File: config.mk
export PLATFORM = sky130hd
export DESIGN_NAME = mem_boot_loader
export DESIGN_NICKNAME = d
export VERILOG_FILES = /design/src/rtl/boot_loader_pkg.sv /design/src/rtl/mem_boot_loader.sv
export SDC_FILE = /design/constraint.sdc
export NUM_CORES = 1
export LEC_CHECK = 0
export BUFFER_PORTS_ARGS = -buffer_cell sky130_fd_sc_hd__buf_2
export CAP_MARGIN = 10
export CORE_UTILIZATION = 55
export DETAILED_ROUTE_END_ITERATION = 8
export PLACE_DENSITY = 0.8
export SLEW_MARGIN = 20
export SYNTH_ARGS = -nofsm -noshare
export SYNTH_HDL_FRONTEND = slang
export SYNTH_SLANG_ARGS = --single-unit
export TNS_END_PERCENT = 10
File: constraint.sdc
create_clock -name clk -period 3.1 [get_ports clk]
set_clock_uncertainty 0.15 [all_clocks]
set_input_delay 0 -clock clk [delete_from_list [all_inputs] [get_ports clk]]
set_output_delay 0 -clock clk [all_outputs]
set_load 0.02 [all_outputs]
File: src/rtl/boot_loader_pkg.sv
// boot_loader_pkg: loader FSM states, frame command codes and memory depth helper
package boot_loader_pkg;
  typedef enum logic [2:0] {
    S_IDLE, S_CNT_LO, S_CNT_HI, S_DATA, S_WRITE, S_CSUM, S_RUN, S_ERROR
  } state_t;
  localparam logic [7:0] CMD_IMEM = 8'h01;
  localparam logic [7:0] CMD_DMEM = 8'h02;
  localparam logic [7:0] CMD_RUN  = 8'h03;
  function automatic logic [31:0] word_depth(input int bytes);
    return 32'(bytes / 4);
  endfunction
endpackage

File: src/rtl/mem_boot_loader.sv
// mem_boot_loader: fills IMEM/DMEM from a byte stream, then releases the core (LOADER_CHECKSUM_EN adds a trailing XOR byte per frame)
module mem_boot_loader
  import boot_loader_pkg::*;
#(
  parameter int IMEM_SIZE_IN_BYTES = 1024,
  parameter int DMEM_SIZE_IN_BYTES = 1024
) (
  input  logic        clk,
  input  logic        reset,
  input  logic        rx_valid,
  input  logic [7:0]  rx_data,
  output logic        rx_ready,
  output logic        imem_we,
  output logic        dmem_we,
  output logic [31:0] mem_addr,
  output logic [31:0] mem_wdata,
  output logic        core_reset,
  output logic        load_done,
  output logic        load_err
);
  localparam logic [31:0] IDEPTH = word_depth(IMEM_SIZE_IN_BYTES);
  localparam logic [31:0] DDEPTH = word_depth(DMEM_SIZE_IN_BYTES);
`ifdef LOADER_CHECKSUM_EN
  localparam bit     CSUM_EN = 1'b1;
  localparam state_t S_END   = S_CSUM;
  logic [7:0] csum_q, csum_d;
`else
  localparam bit     CSUM_EN = 1'b0;
  localparam state_t S_END   = S_IDLE;
`endif
  state_t      state_q, state_d;
  logic        dmem_q, dmem_d;
  logic [15:0] cnt_q, cnt_d, widx_q, widx_d, cnt_new;
  logic [1:0]  bidx_q, bidx_d;
  logic [31:0] word_q, word_d, depth;
  logic        err_q, err_d, done_q, done_d;
  logic        take, in_range, ovf, last, known;
  // state register and datapath flops; reset aborts any frame in flight
  always_ff @(posedge clk or negedge reset) begin
    if (!reset) begin
      state_q <= S_IDLE;
      dmem_q  <= 1'b0;
      cnt_q   <= '0;
      widx_q  <= '0;
      bidx_q  <= '0;
      word_q  <= '0;
      err_q   <= 1'b0;
      done_q  <= 1'b0;
`ifdef LOADER_CHECKSUM_EN
      csum_q  <= '0;
`endif
    end else begin
      state_q <= state_d;
      dmem_q  <= dmem_d;
      cnt_q   <= cnt_d;
      widx_q  <= widx_d;
      bidx_q  <= bidx_d;
      word_q  <= word_d;
      err_q   <= err_d;
      done_q  <= done_d;
`ifdef LOADER_CHECKSUM_EN
      csum_q  <= csum_d;
`endif
    end
  end
  // next state: frame parsing, little-endian word assembly and word counting
  always_comb begin
    take     = rx_valid && rx_ready;
    depth    = dmem_q ? DDEPTH : IDEPTH;
    in_range = {16'd0, widx_q} < depth;
    ovf      = {16'd0, cnt_q} > depth;
    last     = widx_q == cnt_q - 16'd1;
    cnt_new  = {rx_data, cnt_q[7:0]};
    known    = rx_data inside {CMD_IMEM, CMD_DMEM, CMD_RUN};
    state_d  = state_q;
    dmem_d   = dmem_q;
    cnt_d    = cnt_q;
    widx_d   = widx_q;
    bidx_d   = bidx_q;
    word_d   = word_q;
    err_d    = err_q;
    done_d   = 1'b0;
`ifdef LOADER_CHECKSUM_EN
    csum_d   = !take ? csum_q : state_q == S_IDLE ? rx_data : csum_q ^ rx_data;
`endif
    case (state_q)
      S_IDLE: if (take) begin
        dmem_d  = rx_data == CMD_DMEM;
        widx_d  = '0;
        bidx_d  = '0;
        state_d = !known ? S_ERROR : rx_data == CMD_RUN ? S_RUN : S_CNT_LO;
        done_d  = rx_data == CMD_RUN;
        err_d   = err_q || !known;
      end
      S_CNT_LO: if (take) begin
        cnt_d   = {8'd0, rx_data};
        state_d = S_CNT_HI;
      end
      S_CNT_HI: if (take) begin
        cnt_d   = cnt_new;
        state_d = cnt_new != '0 ? S_DATA : S_END;
        done_d  = cnt_new == '0 && !CSUM_EN;
      end
      S_DATA: if (take) begin
        word_d  = {rx_data, word_q[31:8]};
        bidx_d  = bidx_q + 2'd1;
        state_d = bidx_q == 2'd3 ? S_WRITE : S_DATA;
      end
      S_WRITE: begin
        widx_d  = widx_q + 16'd1;
        err_d   = err_q || !in_range;
        state_d = last ? S_END : S_DATA;
        done_d  = last && !CSUM_EN && !ovf;
      end
`ifdef LOADER_CHECKSUM_EN
      S_CSUM: if (take) begin
        state_d = S_IDLE;
        done_d  = rx_data == csum_q && !ovf;
        err_d   = err_q || rx_data != csum_q;
      end
`endif
      default: ;
    endcase
  end
  // outputs: strobes only in WRITE and only for in-range word indices
  always_comb begin
    rx_ready   = reset && (state_q inside {S_IDLE, S_CNT_LO, S_CNT_HI, S_DATA, S_CSUM});
    imem_we    = state_q == S_WRITE && !dmem_q && in_range;
    dmem_we    = state_q == S_WRITE && dmem_q && in_range;
    mem_addr   = {14'd0, widx_q, 2'b00};
    mem_wdata  = word_q;
    core_reset = state_q != S_RUN;
    load_done  = done_q;
    load_err   = err_q;
  end
endmodule

# Word-level counts from Yosys, hierarchy flattened
# Cells that the tools add are included.
# totals
latch_bits	0
romBits	0
elab_cells	82
ram_bits	0
register_bits	72
mem_count	0
# op_classes
magnitude_cmp	2
addsub	3
div	0
n_shift	0
bitwise_logic	1
reduce_logical	29
mux	23
n_eq_ne	15
multipliers	0
# ops
op	count
16-bit case mux with 2 select lines	2
16-bit 2-to-1 mux	3
3-bit 2-to-1 mux	7
16-bit by 1-bit adder with 16-bit output (second input constant)	1
16-bit equality test	1
8-bit by 2-bit equality test with 1-bit output (second input constant)	2
16-bit by 9-bit greater-than comparator with 1-bit output (second input constant)	1
16-bit zero test	1
16-bit by 9-bit less-than comparator with 1-bit output (second input constant)	1
16-bit nonzero test	1
16-bit by 1-bit subtractor with 16-bit output (second input constant)	1
3-bit case mux with 5 select lines	1
5-bit nonzero test	2
3-bit AND reduction	3
8-bit by 1-bit equality test with 1-bit output (second input constant)	1
2-bit 2-to-1 mux	4
2-bit != test (second input constant)	4
1-bit logical AND	7
3-bit by 2-bit equality test with 1-bit output (second input constant)	2
3-bit equality test (second input constant)	2
2-bit AND reduction	3
2-bit nonzero test	3
5-bit AND reduction	1
1-bit zero test	4
other kinds (12)	15

# Depth between registers and ports, before layout
# logic_depth
depth_word	6
depth_mapped	8

# Worst setup path after synthesis
# OpenSTA, ideal clock, no wires.
# synth_path
kind	flip-flop to flip-flop
start	register cnt_q[0]
end	register done_q (netlist: load_done)
n_path_buf	0
stages_incl_launch_ff	7
required_ns	2.884
synth_period_minus_slack_ns	2.415
setup_slack_ns	0.685
arrival_ns	2.199
cell_sequence	dfrtp_1 > or4_4 > or4_4 > o31ai_2 > nand4_1 > nor4_2 > a22o_1
# synth_between
elab_chain_len	4
word_cells_on_any_way	8
cone_classes	add/sub (1); order compare (1); eq/ne (1); mux (2); reduce/logical (3)
# synth_lines
element	line_no	text
start: declaration	mem_boot_loader.sv:33	logic [15:0] cnt_q, cnt_d, widx_q, widx_d, cnt_new;
start signal: assignment	mem_boot_loader.sv:55	cnt_q <= cnt_d;
16-bit by 1-bit subtractor with 16-bit output / 16-bit by 9-bit greater-than comparator with 1-bit output (equally long branches)	mem_boot_loader.sv:72, mem_boot_loader.sv:71	
16-bit equality test / 1-bit zero test (equally long branches)	mem_boot_loader.sv:72, mem_boot_loader.sv:113	
1-bit logical AND	mem_boot_loader.sv:113	done_d = last && !CSUM_EN && !ovf;
1-bit case mux with 3 select lines *	mem_boot_loader.sv:86	case (state_q)
via done_d	mem_boot_loader.sv:36	logic err_q, err_d, done_q, done_d;
end signal: assignment	mem_boot_loader.sv:60	done_q <= done_d;
end: declaration	mem_boot_loader.sv:36	
# Mark *: on every way through the listed nets, which the timed path passes. The rest lies on a longest branch.
# A chain may end at the register's enable or synchronous reset.

# Final worst setup path
# Same ends and word-level chain as after synthesis.

==> impl_results.rst <==
.. list-table::
   :header-rows: 1

   * - Metric
     - Value
   * - Status
     - finished clean
   * - Post-synthesis sequential area ratio
     - 46.6%
   * - Post-synth EDFFs
     - 0
   * - Adder and majority cell fraction of the synthesized area
     - less than 1%
   * - Share of the cycle needed by the critical path after routing
     - ~95%
   * - Final sum of negative setup slack
     - 0 ns
   * - Number of vias per cell
     - roughly 5.8
   * - Cell type with the highest aggregate area in the netlist
     - sky130_fd_sc_hd__dfrtp_1
   * - Layout overhead on the synthesized area
     - 16.7%
   * - Clock sink count
     - 72
   * - Area inside the core boundary
     - roughly 6800 µm²
   * - Number of antenna violations at the first check in global routing
     - 0
   * - RSZ-0062 raised after global routing
     - false
   * - Cell family with most CP delay
     - simple AND/OR/NAND/NOR gates
   * - Post-route cell area
     - around 4500 µm²
   * - Async S/R FF share, synth
     - 100%
   * - DR vias
     - ~3,200
   * - Hold/Removal Path Class
     - input pin to flop
   * - GP Congestion
     - a little under 0.9
   * - Share of synthesized area spent on multiplexers
     - between 10% and 20%
   * - Critical path buffer and inverter count
     - 1
   * - Initial cell density of the core
     - ~57%
   * - TritonCTS clock tree
     - yes
   * - Number of violations reported at the end of detailed-routing iteration 0
     - 241
   * - Detailed-placement wirelength estimate
     - roughly 6200 µm
   * - Largest family of logic cells by synthesized area
     - simple AND/OR/NAND/NOR gates
   * - Library cell contributing the largest single delay on the critical path
     - sky130_fd_sc_hd__nor3b_1
   * - Worst path required time
     - ~3.2 ns
   * - Arrival time worst endpoint
     - ~3.1 ns
   * - Top flip-flop cell by instance count after synthesis
     - sky130_fd_sc_hd__dfrtp_1
   * - Vias in the first global route
     - roughly 3,100
   * - Port Buffers
     - 64
   * - Crit start category
     - flop
   * - Maximum net fanout on the critical path
     - 6
   * - Distinct cells, synth
     - 55
   * - Least-Margin Pin Slew
     - approximately 0.90 ns
   * - Maximum vdd drop
     - between 0.4 and 0.5 mV
   * - Final setup violation count
     - 0
   * - Pin count of the biggest net entering global routing
     - 74
   * - Ranking of synthesized cells by instance count
     - sky130_fd_sc_hd__dfrtp_1 (72), sky130_fd_sc_hd__nand2_1 (42), sky130_fd_sc_hd__o21ai_0 (41)
   * - Post-synthesis area per instance
     - 10.0 µm²
   * - Largest cells by area after synthesis
     - sky130_fd_sc_hd__dfrtp_1 (47%), sky130_fd_sc_hd__mux2_2 (11%), sky130_fd_sc_hd__o21ai_0 (5.3%), sky130_fd_sc_hd__nand2_1 (4.1%), sky130_fd_sc_hd__buf_4 (3.7%)
   * - Post-CTS setup buffer count
     - 0
   * - Synthesized cell area
     - 3870 µm²
   * - Average wire per cell in the routed design
     - 16.4 µm
   * - Worst Setup Slack post-DPL
     - between 0.3 and 0.4 ns
   * - Tmin final
     - 2.94 ns
   * - Die outline height
     - 85.8 µm
   * - Max stage delay on crit path
     - 0.55 ns
   * - Remaining global-route overflow
     - 0
   * - H-tree depth
     - 3
   * - Worst setup path category
     - flop to flop
   * - Hold Fails Final Rpt
     - 0
   * - Drt total wl
     - approximately 9000 µm
   * - Post-route DRC
     - 0
   * - Post-synthesis compound-gate area fraction
     - ~15%
   * - Final worst-path setup slack
     - 0.156 ns
   * - Xor-xnor portion of the synthesized cell area
     - 3.62%
   * - Antenna viol nets, final
     - 0
   * - Max Buffers Root-to-Sink
     - 2
   * - Static leakage
     - ~2.2 nW
   * - Maximum frequency from static timing analysis
     - approximately 340 MHz
   * - Ant. Diodes
     - 0
   * - Skew-Pair Late Insertion Delay
     - approximately 0.35 ns
   * - Max-slew violation count
     - 0
   * - Worst max-slew margin expressed relative to the limit
     - around 40%
   * - Count of yosys warnings during synthesis
     - 0
   * - CTS Buf Count
     - 9
   * - Count of pins on the block boundary
     - about 80
   * - Fin util
     - approximately two thirds
   * - Cells traversed along the worst timing path
     - inv_1 > ha_1 > nor3b_1 > nand3_1 > a2111oi_0 > a211oi_1 > nor4_2 > a22o_1
   * - Gate Count Post-Synth
     - 385
   * - Max-cap check violation count
     - 0
   * - Kind of end point of the critical path
     - flop
   * - Synth Register Bits
     - between 70 and 80
   * - Most instantiated library cell after synthesis
     - sky130_fd_sc_hd__dfrtp_1
   * - Die footprint
     - around 7400 µm²
   * - Clock-pin transition on the worst setup and hold timing paths
     - about 0.09 ns
   * - Synthesized-area fraction occupied by and/or/nand/nor cells
     - 15.9%
   * - Clock root cell
     - sky130_fd_sc_hd__clkbuf_8
   * - Pwr Density
     - slightly above 900 nW/µm²
   * - Wire length of the first global-routing pass
     - approximately 15,000 µm
   * - Top-area cell type share of the netlist area
     - between 40% and 50%
   * - Ratio of cells with drive above 1 in the final layout
     - between 20 and 30%
   * - Layout filler cell count
     - 546
   * - Rows
     - 30
   * - Final #Nets
     - around 470
   * - Global router's overall resource usage
     - between 20 and 30%
   * - Area after detailed placement
     - between 4000 and 5000 µm²
   * - Drt pass-1 iters
     - 5
   * - Die X
     - around 86 µm
==> state kept, by name, indices dropped and copies added (netlist names) <==
name and cells:
bidx_q 2, widx_q 16, load_err 1, mem_wdata 32, cnt_q 16, state_q 3
load_done 1, dmem_q 1
==> worst min-delay path: stages <==
cell and delay (ns):
sky130_fd_sc_hd__buf_2 0.09, sky130_fd_sc_hd__nand2_1 0.08, sky130_fd_sc_hd__nor2_1 0.15, sky130_fd_sc_hd__nand2_1 0.11
sky130_fd_sc_hd__nand2_1 0.04, sky130_fd_sc_hd__o21ai_0 0.06
==> timing repair <==
item,in CTS,in global routing
endpoints found under the hold margin,97,0
hold buffers,9,0
resized for setup,0,0
==> cells in the final DEF, fill, tap and decap left out, types with 2 or more instances in the layout <==
cell type	synthesis	layout
sky130_fd_sc_hd__ha_1	3	3
sky130_fd_sc_hd__mux2i_1	3	3
sky130_fd_sc_hd__nand2_1	42	42
sky130_fd_sc_hd__nor2_1	15	15
sky130_fd_sc_hd__a22oi_1	2	2
sky130_fd_sc_hd__o211ai_1	3	3
sky130_fd_sc_hd__bufinv_16	0	2
sky130_fd_sc_hd__or4_4	2	2
sky130_fd_sc_hd__nand3_1	11	11
sky130_fd_sc_hd__a22o_1	8	8
sky130_fd_sc_hd__dlygate4sd3_1	0	9
sky130_fd_sc_hd__a21oi_1	7	7
sky130_fd_sc_hd__o21ai_0	41	41
sky130_fd_sc_hd__nor4_1	3	3
sky130_fd_sc_hd__clkbuf_8	0	9
sky130_fd_sc_hd__or3_1	5	5
sky130_fd_sc_hd__o31ai_1	2	2
sky130_fd_sc_hd__mux2_2	37	37
sky130_fd_sc_hd__or2_2	2	2
sky130_fd_sc_hd__nor3_1	5	5
sky130_fd_sc_hd__a31oi_1	8	8
sky130_fd_sc_hd__inv_8	0	3
sky130_fd_sc_hd__xnor2_1	10	10
sky130_fd_sc_hd__a21o_1	2	2
sky130_fd_sc_hd__and3b_1	2	2
sky130_fd_sc_hd__nand2b_1	2	2
sky130_fd_sc_hd__buf_2	0	64
sky130_fd_sc_hd__nor2b_1	5	5
sky130_fd_sc_hd__buf_4	19	5
sky130_fd_sc_hd__conb_1	1	16
sky130_fd_sc_hd__or4_1	2	2
sky130_fd_sc_hd__dfrtp_1	72	72
sky130_fd_sc_hd__inv_1	6	6
sky130_fd_sc_hd__and3_1	9	9
sky130_fd_sc_hd__a211oi_1	4	4
sky130_fd_sc_hd__xor2_1	6	6
sky130_fd_sc_hd__o21bai_1	2	2
sky130_fd_sc_hd__o21ai_1	3	3
sky130_fd_sc_hd__nand4_1	5	5
==> layout make-up <==
type | instances | area [µm²] | share of cell area, %
clock buffers | 9 | 124 | 2.75
inverters | 6 | 22.5 | 0.499
multi-input cells | 285 | 1880 | 41.8
repair buffers | 78 | 448 | 9.93
well taps | 96 | 120 | 2.66
flip-flops and latches | 72 | 1800 | 39.9
clock inverters | 7 | 111 | 2.47
==> worst paths after layout <==
| check | startpoint | slack (ns) | depth (start not counted) | endpoint |
|---|---|---|---|---|
| worst max-delay path | cnt_q[0] | 0.16 | 8 | load_done |
| worst min-delay path | rx_valid | 0.07 | 6 | bidx_q[1] |
| worst max register to register | cnt_q[0] | 0.16 | 8 | load_done |
| worst min register to register | load_err | 0.34 | 1 | load_err |
| max in group asynchronous | reset | 1.91 | 3 | cnt_q[10] |
| min in group asynchronous | reset | 0.30 | 3 | mem_wdata[7] |
==> per-stage QoR <==
step | hold slack (ns) | cells | power [W]
after floorplan | -0.446 | 400 | 0.00277
after global placement | 0.123 | 528 | 0.00323
after detailed placement | 0.133 | 528 | 0.00331
after CTS | 0.0487 | 553 | 0.00420
after global routing | 0.161 | 553 | 0.00447
final | 0.0720 | 553 | 0.00419
==> metal layers <==
layer	GRT usage [%]	wire length (µm)
met1	36.6	3900
met2	42.8	4470
met3	5.29	481
met4	12.1	215
met5	0	0
==> kinds of logic after synthesis <==
group	after synthesis
flip-flops	72
other	1
AND/OR/NAND/NOR	118
AO/OA/AOI/OAI	92
multiplexers	40
XOR/XNOR	16
buffers and inverters	43
adder cells (fa/ha/maj)	3
==> report_power, final <==
part	internal, W	switching [W]
clock network	0.000474	0.000403
registers	0.00128	0.000419
logic	0.000662	0.000950
Note: power is estimated with default switching activity, not from simulation.
